==> src/rtl/mux_2x1_arbiter.sv <==
// Round-robin owner of a shared 2:1 output channel. Each tenure is capped at
// MAX_BURST transfers whenever the other requester is waiting.
module mux_2x1_arbiter #(
    parameter int WIDTH     = 8,
    parameter int MAX_BURST = 4
) (
    input  logic             clk,
    input  logic             reset,
    input  logic             req_a,
    input  logic [WIDTH-1:0] data_a,
    input  logic             req_b,
    input  logic [WIDTH-1:0] data_b,
    input  logic             out_ready,
    output logic             grant_a,
    output logic             grant_b,
    output logic             sel,
    output logic             out_valid,
    output logic [WIDTH-1:0] out_data,
    output logic             ack_a,
    output logic             ack_b
);

    localparam int CW = $clog2(MAX_BURST + 1);
    localparam logic [CW-1:0] LAST = CW'(MAX_BURST - 1);

    typedef enum logic [1:0] {
        IDLE  = 2'd0,
        GNT_A = 2'd1,
        GNT_B = 2'd2
    } state_t;

    state_t        state_reg, state_next;
    logic [CW-1:0] count_reg, count_next;
    logic          ptr_reg, ptr_next;   // last side served: 0 = A, 1 = B
    logic          sel_reg, sel_next;
    logic          xfer;
    logic          burst_done;

    always_ff @(posedge clk) begin
        if (reset) begin
            state_reg <= IDLE;
            count_reg <= '0;
            ptr_reg   <= 1'b1;
            sel_reg   <= 1'b0;
        end else begin
            state_reg <= state_next;
            count_reg <= count_next;
            ptr_reg   <= ptr_next;
            sel_reg   <= sel_next;
        end
    end

    // The transfer that would complete the burst; only possible while the owner still requests.
    assign burst_done = xfer && (count_reg == LAST);

    always_comb begin
        state_next = state_reg;
        count_next = count_reg;
        ptr_next   = ptr_reg;
        sel_next   = sel_reg;
        case (state_reg)
            IDLE: begin
                if (req_a && (!req_b || ptr_reg))
                    state_next = GNT_A;
                else if (req_b)
                    state_next = GNT_B;
            end
            GNT_A: begin
                if (!req_a)
                    state_next = IDLE;
                else if (burst_done && req_b)
                    state_next = GNT_B;
            end
            GNT_B: begin
                if (!req_b)
                    state_next = IDLE;
                else if (burst_done && req_a)
                    state_next = GNT_A;
            end
            default: state_next = IDLE;
        endcase

        if (state_next != state_reg)
            count_next = '0;
        else if (burst_done)
            count_next = '0;
        else if (xfer)
            count_next = count_reg + 1'b1;

        // sel and the pointer only move on entry to a grant; IDLE keeps the old select.
        if (state_next == GNT_A && state_reg != GNT_A) begin
            ptr_next = 1'b0;
            sel_next = 1'b0;
        end else if (state_next == GNT_B && state_reg != GNT_B) begin
            ptr_next = 1'b1;
            sel_next = 1'b1;
        end
    end

    always_comb begin
        grant_a   = (state_reg == GNT_A);
        grant_b   = (state_reg == GNT_B);
        sel       = sel_reg;
        out_valid = (grant_a && req_a) || (grant_b && req_b);
        xfer      = out_valid && out_ready;
        ack_a     = xfer && grant_a;
        ack_b     = xfer && grant_b;
    end

    generate
        for (genvar gi = 0; gi < WIDTH; gi++) begin : g_mux
            assign out_data[gi] = sel_reg ? data_b[gi] : data_a[gi];
        end
    endgenerate

endmodule

==> config.mk <==
export PLATFORM = sky130hd
export DESIGN_NAME = mux_2x1_arbiter
export DESIGN_NICKNAME = d
export VERILOG_FILES = /design/src/rtl/mux_2x1_arbiter.sv
export SDC_FILE = /design/constraint.sdc
export NUM_CORES = 1
export LEC_CHECK = 0
export BUFFER_PORTS_ARGS = -buffer_cell sky130_fd_sc_hd__buf_2
export CAP_MARGIN = 20
export CORE_AREA = 4 4 41 43
export CTS_BUF_LIST = sky130_fd_sc_hd__clkbuf_8
export CTS_CLUSTER_DIAMETER = 50
export DETAILED_ROUTE_END_ITERATION = 8
export DIE_AREA = 0 0 45 47
export GPL_TIMING_DRIVEN = 0
export PLACE_DENSITY = 0.77
export SKIP_LAST_GASP = 1
export SLEW_MARGIN = 20
export SYNTH_ARGS = -nofsm -noshare
export SYNTH_HDL_FRONTEND = slang
export SYNTH_SLANG_ARGS = --single-unit
==> constraint.sdc <==
create_clock -name clk -period 2.2 [get_ports clk]
set_input_delay 0.11 -clock clk [delete_from_list [all_inputs] [get_ports clk]]
set_output_delay 0.11 -clock clk [all_outputs]
set_load 0.1 [all_outputs]
# Word level (Yosys, flattened, before mapping)
# Index checks and enable logic that the tools add are counted.
# word_totals
ff_bits	7
latch_bits	0
mem_bits_rw	0
rom_bits	0
inputBits	21
out_inout_bits	14
word_cells	48
n_memories	0
# classes
n_addsub	1
mul	0
n_div	0
magnitude_cmp	0
eq_ne	8
shift	0
muxes	17
n_bitwise	0
n_reduce_logical	18
# op_table
cell	n
2-to-1 mux 2 bit	6
logical AND 1 bit	11
2-to-1 mux 1 bit	10
one-hot mux 2 bit (3 select lines)	1
equality test 2 x 1 -> 1 bit, second input constant	2
equality test 2 bit, second input constant	2
adder 3 x 1 -> 3 bit, second input constant	1
equality test 3 x 2 -> 1 bit, second input constant	1
OR reduction 3 bit	1
logical NOT 2 bit	1
logical OR 1 bit	2
!= test 2 x 1 -> 1 bit, second input constant	1
!= test 2 bit	1
!= test 2 bit, second input constant	1
nonzero test 2 bit	1
OR reduction 2 bit	1
logical NOT 1 bit	1

# Logic depth before layout (Yosys ltp)
# Gate-level depths: netlist of the first run.
# logic_depth
word_depth	13
depth_mapped	6
ltp_nobuf	6

# Worst setup path before layout of the first run
# OpenSTA, ideal clock, no wires.
# synth_path
kind	reg2out
start	register state_reg[0]
end	output port ack_a
t_arrival_ns	2.848
required_ns	2.090
slack_ns	-0.758
path_stages_with_launch	4
path_buffers	1
cell_sequence	dfxtp_1 -> buf_2 -> nor2b_1 -> and3_1
# synth_via
elab_chain_len	5
elab_cells_between_ends	7
cone_classes	eq/ne (2); reduce/logical (5)
# synth_lines
item	line	rtl
start, declared	32	state_t state_reg, state_next;
start signal, assigned	46	state_reg <= state_next;
equality test 2 x 1 -> 1 bit (*)	101	grant_a = (state_reg == GNT_A);
named net grant_a	14	output logic grant_a,
logical AND 1 bit	104	out_valid = (grant_a && req_a) || (grant_b && req_b);
logical OR 1 bit	104	
logical AND 1 bit	105	xfer = out_valid && out_ready;
logical AND 1 bit (*)	106	ack_a = xfer && grant_a;
end, declared	19	output logic ack_a,
# Mark *: on every way through the listed nets, which the timed path passes. The rest lies on a longest branch.

# Worst setup path in the final report of the first run
# layout_path
start	register sel_reg, in the netlist sel
end	output port out_data[4]
# layout_via
elab_chain_len	1
# layout_lines
item	line	rtl
start, declared	35	logic sel_reg, sel_next;
start signal, assigned	49	sel_reg <= sel_next;
2-to-1 mux 1 bit	112	assign out_data[gi] = sel_reg ? data_b[gi] : data_a[gi];
end, declared	18	output logic [WIDTH-1:0] out_data,
# Every way passes these cells.

==> insert_results.sql, run 1 <==
INSERT INTO impl_metrics (metric_group, metric, value, unit) VALUES
('logic_synthesis', 'synth.most_common_cell', 'sky130_fd_sc_hd__mux2_2', ''),
('die', 'rows', '13', ''),
('layout', 'antenna_cells', '0', ''),
('power', 'static-leakage-power', '0.421', 'nW'),
('timing', 'slew_headroom', '67.4', '%'),
('clock_network', 'post_cts_resized', '0', ''),
('drt', 'drt_first_iter_violations', '8', ''),
('setup_path', 'worst_setup_path_startpoint', 'sel', ''),
('place', 'placed_cell_area', '776', 'um2'),
('setup_path', 'critical_path.startpoint_type', 'flop', ''),
('clock_network', 'holdBufCountCts', '0', ''),
('setup_path', 'regToRegEndpoint', 'count_reg[0]', ''),
('timing', 'final-hold-violation-count', '0', ''),
('layout', 'post_route_cells_drive_above_1_share', '58.0', '%'),
('clock_network', 'max-clock-path-buffers', '2', ''),
('timing', 'final_min_period_over_clock_period', '77.2', '%'),
('drt', 'final_routed_wirelength_across_all_metal_layers', '1470', 'um'),
('logic_synthesis', 'yosysUniqueCellTypes', '36', ''),
('setup_path', 'crit_type', 'flop to output port', ''),
('place', 'buffer_ports.inserted', '34', ''),
('place', 'place.detailed.hpwl', '1230', 'um'),
('logic_synthesis', 'ys_async_sr_fraction', '0', '%'),
('logic_synthesis', 'netlist_top_cells_area', 'sky130_fd_sc_hd__dfxtp_1 (24%), sky130_fd_sc_hd__mux2_2 (16%), sky130_fd_sc_hd__and3b_1 (4.5%)', ''),
('place', 'gp_congestion', '0.704', ''),
('timing', 'final.min_clock_period', '1700', 'ps'),
('setup_path', 'r2r_start', 'count_reg[0]', ''),
('die', 'initial_core_util', '44.5', '%'),
('setup_path', 'r2r_setup_slack', '600', 'ps'),
('min_path', 'worstHoldPathType', 'primary input to flop', ''),
('global_route', 'globalRoute.totalOverflow', '0', ''),
('logic_synthesis', 'synthesis.nets', '85', ''),
('logic_synthesis', 'synth_ff_type', 'sky130_fd_sc_hd__dfxtp_1', ''),
('drt', 'detail-route-antenna-nets', '0', ''),
('logic_synthesis', 'postSynthAreaPerCell', '9.34', 'um2'),
('logic_synthesis', 'post_synth_inst_count', '62', ''),
('layout', 'fin_area', '821', 'um2'),
('die', 'die_outline_width', '45', 'um'),
('outcome', 'status', 'finished clean', ''),
('die', 'design.portCount', '35', ''),
('timing', 'setup_violations', '0', ''),
('setup_path', 'arrival_time_at_the_worst_endpoint', '1590', 'ps'),
('drt', 'drc', '0', ''),
('power', 'power-per-cell-area', '691', 'nW/um2'),
('drt', 'vias_per_cell', '5.36', ''),
('timing', 'rsz_0062_raised_after_global_routing', 'false', ''),
('layout', 'areaGrowthSynthToFinish', '41.7', '%'),
('global_route', 'grt_first_pass_wirelength', '2380', 'um'),
('global_route', 'grt_antenna_before_repair', '0', ''),
('layout', 'largest_reg_flops', '3', ''),
('drt', 'drt-wirelength-per-cell', '12.8', 'um'),
('drt', 'via_count', '616', ''),
('layout', 'finish.utilization', '63.1', '%'),
('clock_network', 'cts-buffers-inserted', '3', ''),
('die', 'floorplan.die_area', '2120', 'um2'),
('setup_path', 'worst_setup_path_end_kind', 'output port', ''),
('setup_path', 'timing.critical_path.required', '2090', 'ps'),
('power', 'total_power', '0.000567', 'W'),
('logic_synthesis', 'seq_area_frac_synth', '24.2', '%'),
('setup_path', 'crit_path_max_incr_delay', '390', 'ps'),
('timing', 'setup_skew_after_layout', '3.13', 'ps'),
('logic_synthesis', 'synth_seq_cells', '7', ''),
('setup_path', 'critical_path.max_fanout', '9', ''),
('clock_network', 'clock_latency', '230', 'ps'),
('clock_network', 'cts.sinks', '7', ''),
('setup_path', 'cp_cell_sequence', 'clkbuf_1 -> mux2_2 -> buf_2', ''),
('logic_synthesis', 'synth_largest_area_cell', 'sky130_fd_sc_hd__dfxtp_1', ''),
('setup_path', 'critical_path.slowest_cell', 'sky130_fd_sc_hd__mux2_2', ''),
('setup_path', 'cp_top_family', 'buffers and inverters', ''),
('clock_network', 'post-cts-setup-buffers', '0', ''),
('die', 'fp.coreArea', '1300', 'um2'),
('layout', 'layout.nets', '124', '');
-- layer usage --
metal,global-route usage (%),routed length (um),vias to the layer above
li1,-,-,302
met3,3.83,159,4
met4,8.77,34,0
met2,28.0,685,36
met5,0,0,-
met1,17.2,590,274
-- metrics by stage --
stage	worst slack (ps)	cells
after detailed placement	588	111
after global placement	661	111
after CTS	484	115
after global routing	410	115
after floorplan	57.8	62
final	503	115
-- tightest hold or removal path, stage by stage --
cell and delay (ps):
sky130_fd_sc_hd__buf_2 80, sky130_fd_sc_hd__inv_1 50, sky130_fd_sc_hd__nand2_1 50, sky130_fd_sc_hd__a21oi_1 30
-- report_power, final --
group | switching, W | internal, W
combinational | 0.000187 | 0.0000631
clock | 0.0000575 | 0.000121
sequential | 0.00000544 | 0.000134
total | 0.000250 | 0.000317
-- kinds of logic (layout without fill, tap and decap cells) --
family / Yosys count / count (layout) / synth area share [%]
xor+xnor: 1 / 1 / 1.51
mux: 10 / 10 / 19.9
flops: 7 / 7 / 24.2
buf+inv: 5 / 43 / 4.75
fa+ha+maj: 2 / 2 / 4.32
simple gates: 26 / 26 / 30.0
compound gates: 11 / 11 / 15.3
-- cells in the final DEF, fill, tap and decap left out, types with 2 or more instances in the layout --
master                      n
sky130_fd_sc_hd__a21oi_1    2
sky130_fd_sc_hd__nand2_1    3
sky130_fd_sc_hd__nor3_1     2
sky130_fd_sc_hd__nor2b_1    2
sky130_fd_sc_hd__and3_2     2
sky130_fd_sc_hd__nand3_1    2
sky130_fd_sc_hd__clkbuf_8   3
sky130_fd_sc_hd__buf_2     35
sky130_fd_sc_hd__nor2b_2    2
sky130_fd_sc_hd__mux2_2     8
sky130_fd_sc_hd__ha_1       2
sky130_fd_sc_hd__dfxtp_1    7
sky130_fd_sc_hd__and3b_1    3
sky130_fd_sc_hd__inv_1      3
-- area by class of cell --
cell class                 count  area (um2)
timing repair buffer          34         170
clock buffer                   3        41.3
buffer                         3        20.0
fill                         132         480
sequential                     7         140
clock inverter                 1        3.75
tap                           15        18.8
inverter                       2        7.51
multi-input combinational     50         419
-- worst max path at each step --
| stage | endpoint | cells past startpoint | slack (ps) |
|---|---|---|---|
| after floorplan | ack_a | 3 | 60 |
| after global placement | count_reg[0] | 5 | 660 |
| after detailed placement | count_reg[0] | 5 | 590 |
| after CTS | out_data[4] | 3 | 480 |
| after global routing | out_data[5] | 3 | 410 |
| final | out_data[4] | 3 | 500 |
Power figures use the tool's default switching activity.
==> run 2, diff against run 1 <==
- CORE_AREA: 4 4 41 43 -> not set
- CORE_MARGIN: not set -> 4
- CORE_UTILIZATION: not set -> 43
- DIE_AREA: 0 0 45 47 -> not set
- PLACE_DENSITY: 0.77 -> 0.76
- clock period: 2.2 -> 1.6 ns (I/O delays scaled with it)
==> insert_results.sql, run 2 (synthesis gave the netlist of run 1 again) <==
INSERT INTO impl_metrics (metric_group, metric, value, unit) VALUES
('drt', 'drc', '0', ''),
('drt', 'vias_per_cell', '5.44', ''),
('clock_network', 'clkTransAtPathRegs', '40', 'ps'),
('setup_path', 'critical_path.startpoint_type', 'flop', ''),
('layout', 'layout.cells.most_common', 'sky130_fd_sc_hd__buf_2', ''),
('timing', 'worst_pin_slew', '493', 'ps'),
('layout', 'areaGrowthSynthToFinish', '47.1', '%'),
('power', 'ir_drop', '0.000745', 'V'),
('place', 'place_worst_setup_slack', '26.1', 'ps'),
('timing', 'timing.final.max_slew_violations', '0', ''),
('place', 'place.detailed.hpwl', '1270', 'um'),
('setup_path', 'crit_type', 'flop to output port', ''),
('place', 'gp_congestion', '0.720', ''),
('drt', 'detail-route-antenna-nets', '0', ''),
('run', 'cap_violations', '0', ''),
('power', 'swShare', '43.5', '%'),
('global_route', 'first_global_vias', '620', ''),
('drt', 'drt-wirelength-per-cell', '13.6', 'um'),
('layout', 'largest_reg_flops', '3', ''),
('power', 'power-per-cell-area', '911', 'nW/um2'),
('clock_network', 'max-clock-path-buffers', '2', ''),
('timing', 'slew_headroom', '67.4', '%'),
('place', 'post-place-cells', '110', ''),
('layout', 'layout.nets', '123', ''),
('layout', 'fillCellCount', '98', ''),
('drt', 'final_routed_wirelength_across_all_metal_layers', '1540', 'um'),
('setup_path', 'arrival_time_at_the_worst_endpoint', '1450', 'ps'),
('timing', 'final_min_period_over_clock_period', '95.8', '%'),
('layout', 'final-seq-area', '144', 'um2'),
('setup_path', 'cp_top_family', 'simple AND/OR/NAND/NOR gates', ''),
('min_path', 'worstHoldPathType', 'primary input to flop', ''),
('clock_network', 'clock_tree.htree_level_count', '1', ''),
('place', 'buffer_ports.inserted', '34', ''),
('timing', 'final-hold-violation-count', '0', ''),
('drt', 'via_count', '615', ''),
('layout', 'multi_input_area', '439', 'um2'),
('clock_network', 'tritoncts', 'done', ''),
('global_route', 'grt_antenna_before_repair', '0', ''),
('timing', 'clock.fmax', '653', 'MHz'),
('drt', 'first_pass_iters', '4', ''),
('power', 'switching_power', '0.000338', 'W'),
('die', 'initial_core_util', '48.8', '%'),
('timing', 'rsz_0062_raised_after_global_routing', 'true', ''),
('timing', 'final.min_clock_period', '1530', 'ps'),
('clock_network', 'post-cts-setup-buffers', '0', ''),
('power', 'static-leakage-power', '0.421', 'nW'),
('outcome', 'status', 'finished clean', ''),
('timing', 'setup_violations', '0', ''),
('layout', 'layout.cells.non_filler', '113', ''),
('die', 'dieHeight', '44.7', 'um'),
('die', 'rows', '12', ''),
('setup_path', 'worst_setup_path_end_kind', 'output port', ''),
('clock_network', 'cts.sinks', '7', ''),
('die', 'die_outline_width', '44.7', 'um'),
('global_route', 'grt_util_all_layers', '16.8', '%'),
('power', 'combinationalPowerShare', '44.5', '%'),
('timing', 'timing.final.ws_setup', '67.9', 'ps'),
('layout', 'antenna_cells', '0', ''),
('clock_network', 'cts-buffers-inserted', '3', ''),
('layout', 'most-common-layout-cells', 'sky130_fd_sc_hd__buf_2 (33), sky130_fd_sc_hd__mux2_2 (8), sky130_fd_sc_hd__dfxtp_1 (6)', ''),
('setup_path', 'timing.critical_path.required', '1520', 'ps'),
('clock_network', 'clock_latency', '220', 'ps'),
('die', 'design.portCount', '35', ''),
('layout', 'post_route_cells_drive_above_1_share', '60.6', '%'),
('die', 'fp.coreArea', '1190', 'um2'),
('setup_path', 'cp_cell_sequence', 'and3b_1 -> or2_2 -> and3_4 -> buf_6', ''),
('power', 'p_seq_share', '25.2', '%'),
('setup_path', 'timing.critical_path.buf_inv', '1', ''),
('timing', 'fin_setup_tns', '0', 'ps'),
('drt', 'drt_first_iter_violations', '4', ''),
('timing', 'setup_skew_after_layout', '3.35', 'ps'),
('global_route', 'globalRoute.totalOverflow', '0', ''),
('clock_network', 'cts_root_buffer', 'sky130_fd_sc_hd__clkbuf_8', ''),
('clock_network', 'holdBufCountCts', '0', ''),
('global_route', 'grt_start_max_net_pins', '11', ''),
('power', 'power_frac_clock', '30.4', '%'),
('power', 'cell_internal_power', '0.000439', 'W'),
('global_route', 'grt_first_pass_wirelength', '2530', 'um'),
('setup_path', 'critical_path.slowest_cell', 'sky130_fd_sc_hd__dfxtp_1', ''),
('setup_path', 'critical_path.max_fanout', '3', ''),
('die', 'floorplan.die_area', '2000', 'um2'),
('setup_path', 'crit_path_max_incr_delay', '350', 'ps');
[run 2: cell type report]
cell class,count,share of cell area [%]
Inverter,2,0.881
Buffer,2,1.91
Clock inverter,1,0.441
Sequential cell,7,16.9
Timing Repair Buffer,34,21.4
Multi-Input combinational cell,50,51.5
Clock buffer,3,4.85
Tap cell,14,2.06
[run 2: per-layer routing]
metal	GRT usage [%]	wire length (um)
met3	6.77	141
met2	34.1	826
met5	0	0
met4	0	0
met1	16.5	569
[run 2: final timing paths]
path | startpoint | to | slack, ps | cells after the start
worst max-delay path | state_reg[1] | ack_a | 70 | 4
worst min-delay path | reset | state_reg[1] | 140 | 4
worst max register to register | count_reg[0] | count_reg[0] | 80 | 5
worst min register to register | count_reg[1] | count_reg[1] | 540 | 2
[run 2: worst reg2reg max path, cell delays in order, from the launching register on]
cell                      delay (ps)
sky130_fd_sc_hd__dfxtp_1         310
sky130_fd_sc_hd__ha_1            200
sky130_fd_sc_hd__ha_2            200
sky130_fd_sc_hd__and3_4          160
sky130_fd_sc_hd__o32a_1          380
sky130_fd_sc_hd__nor3_1          180
[run 2: what timing repair did]
| item | in CTS | in global routing |
|---|---|---|
| resized for setup | 2 | 3 |
| gates cloned | 0 | 0 |
| pin swaps | 0 | 2 |
| endpoints found under the setup margin | 10 | 6 |
[run 2: power by group through the flow]
stage          registers [W]  logic (W)  clock network, W
6_report            0.000195   0.000345          0.000236
3_5_place_dp        0.000193   0.000351                 0
3_3_place_gp        0.000192   0.000346                 0
5_1_grt             0.000197   0.000360          0.000260
4_1_cts             0.000195   0.000346          0.000241
2_1_floorplan       0.000205   0.000271                 0
[run 2: per-stage QoR]
stage	hold slack, ps	cell area [um2]	utilization, %	power, W
2_1_floorplan	183	608	-	0.000476
3_3_place_gp	364	796	67.1	0.000538
3_5_place_dp	370	796	67.1	0.000544
4_1_cts	135	842	71.0	0.000782
5_1_grt	152	852	71.8	0.000817
6_report	144	852	71.8	0.000777
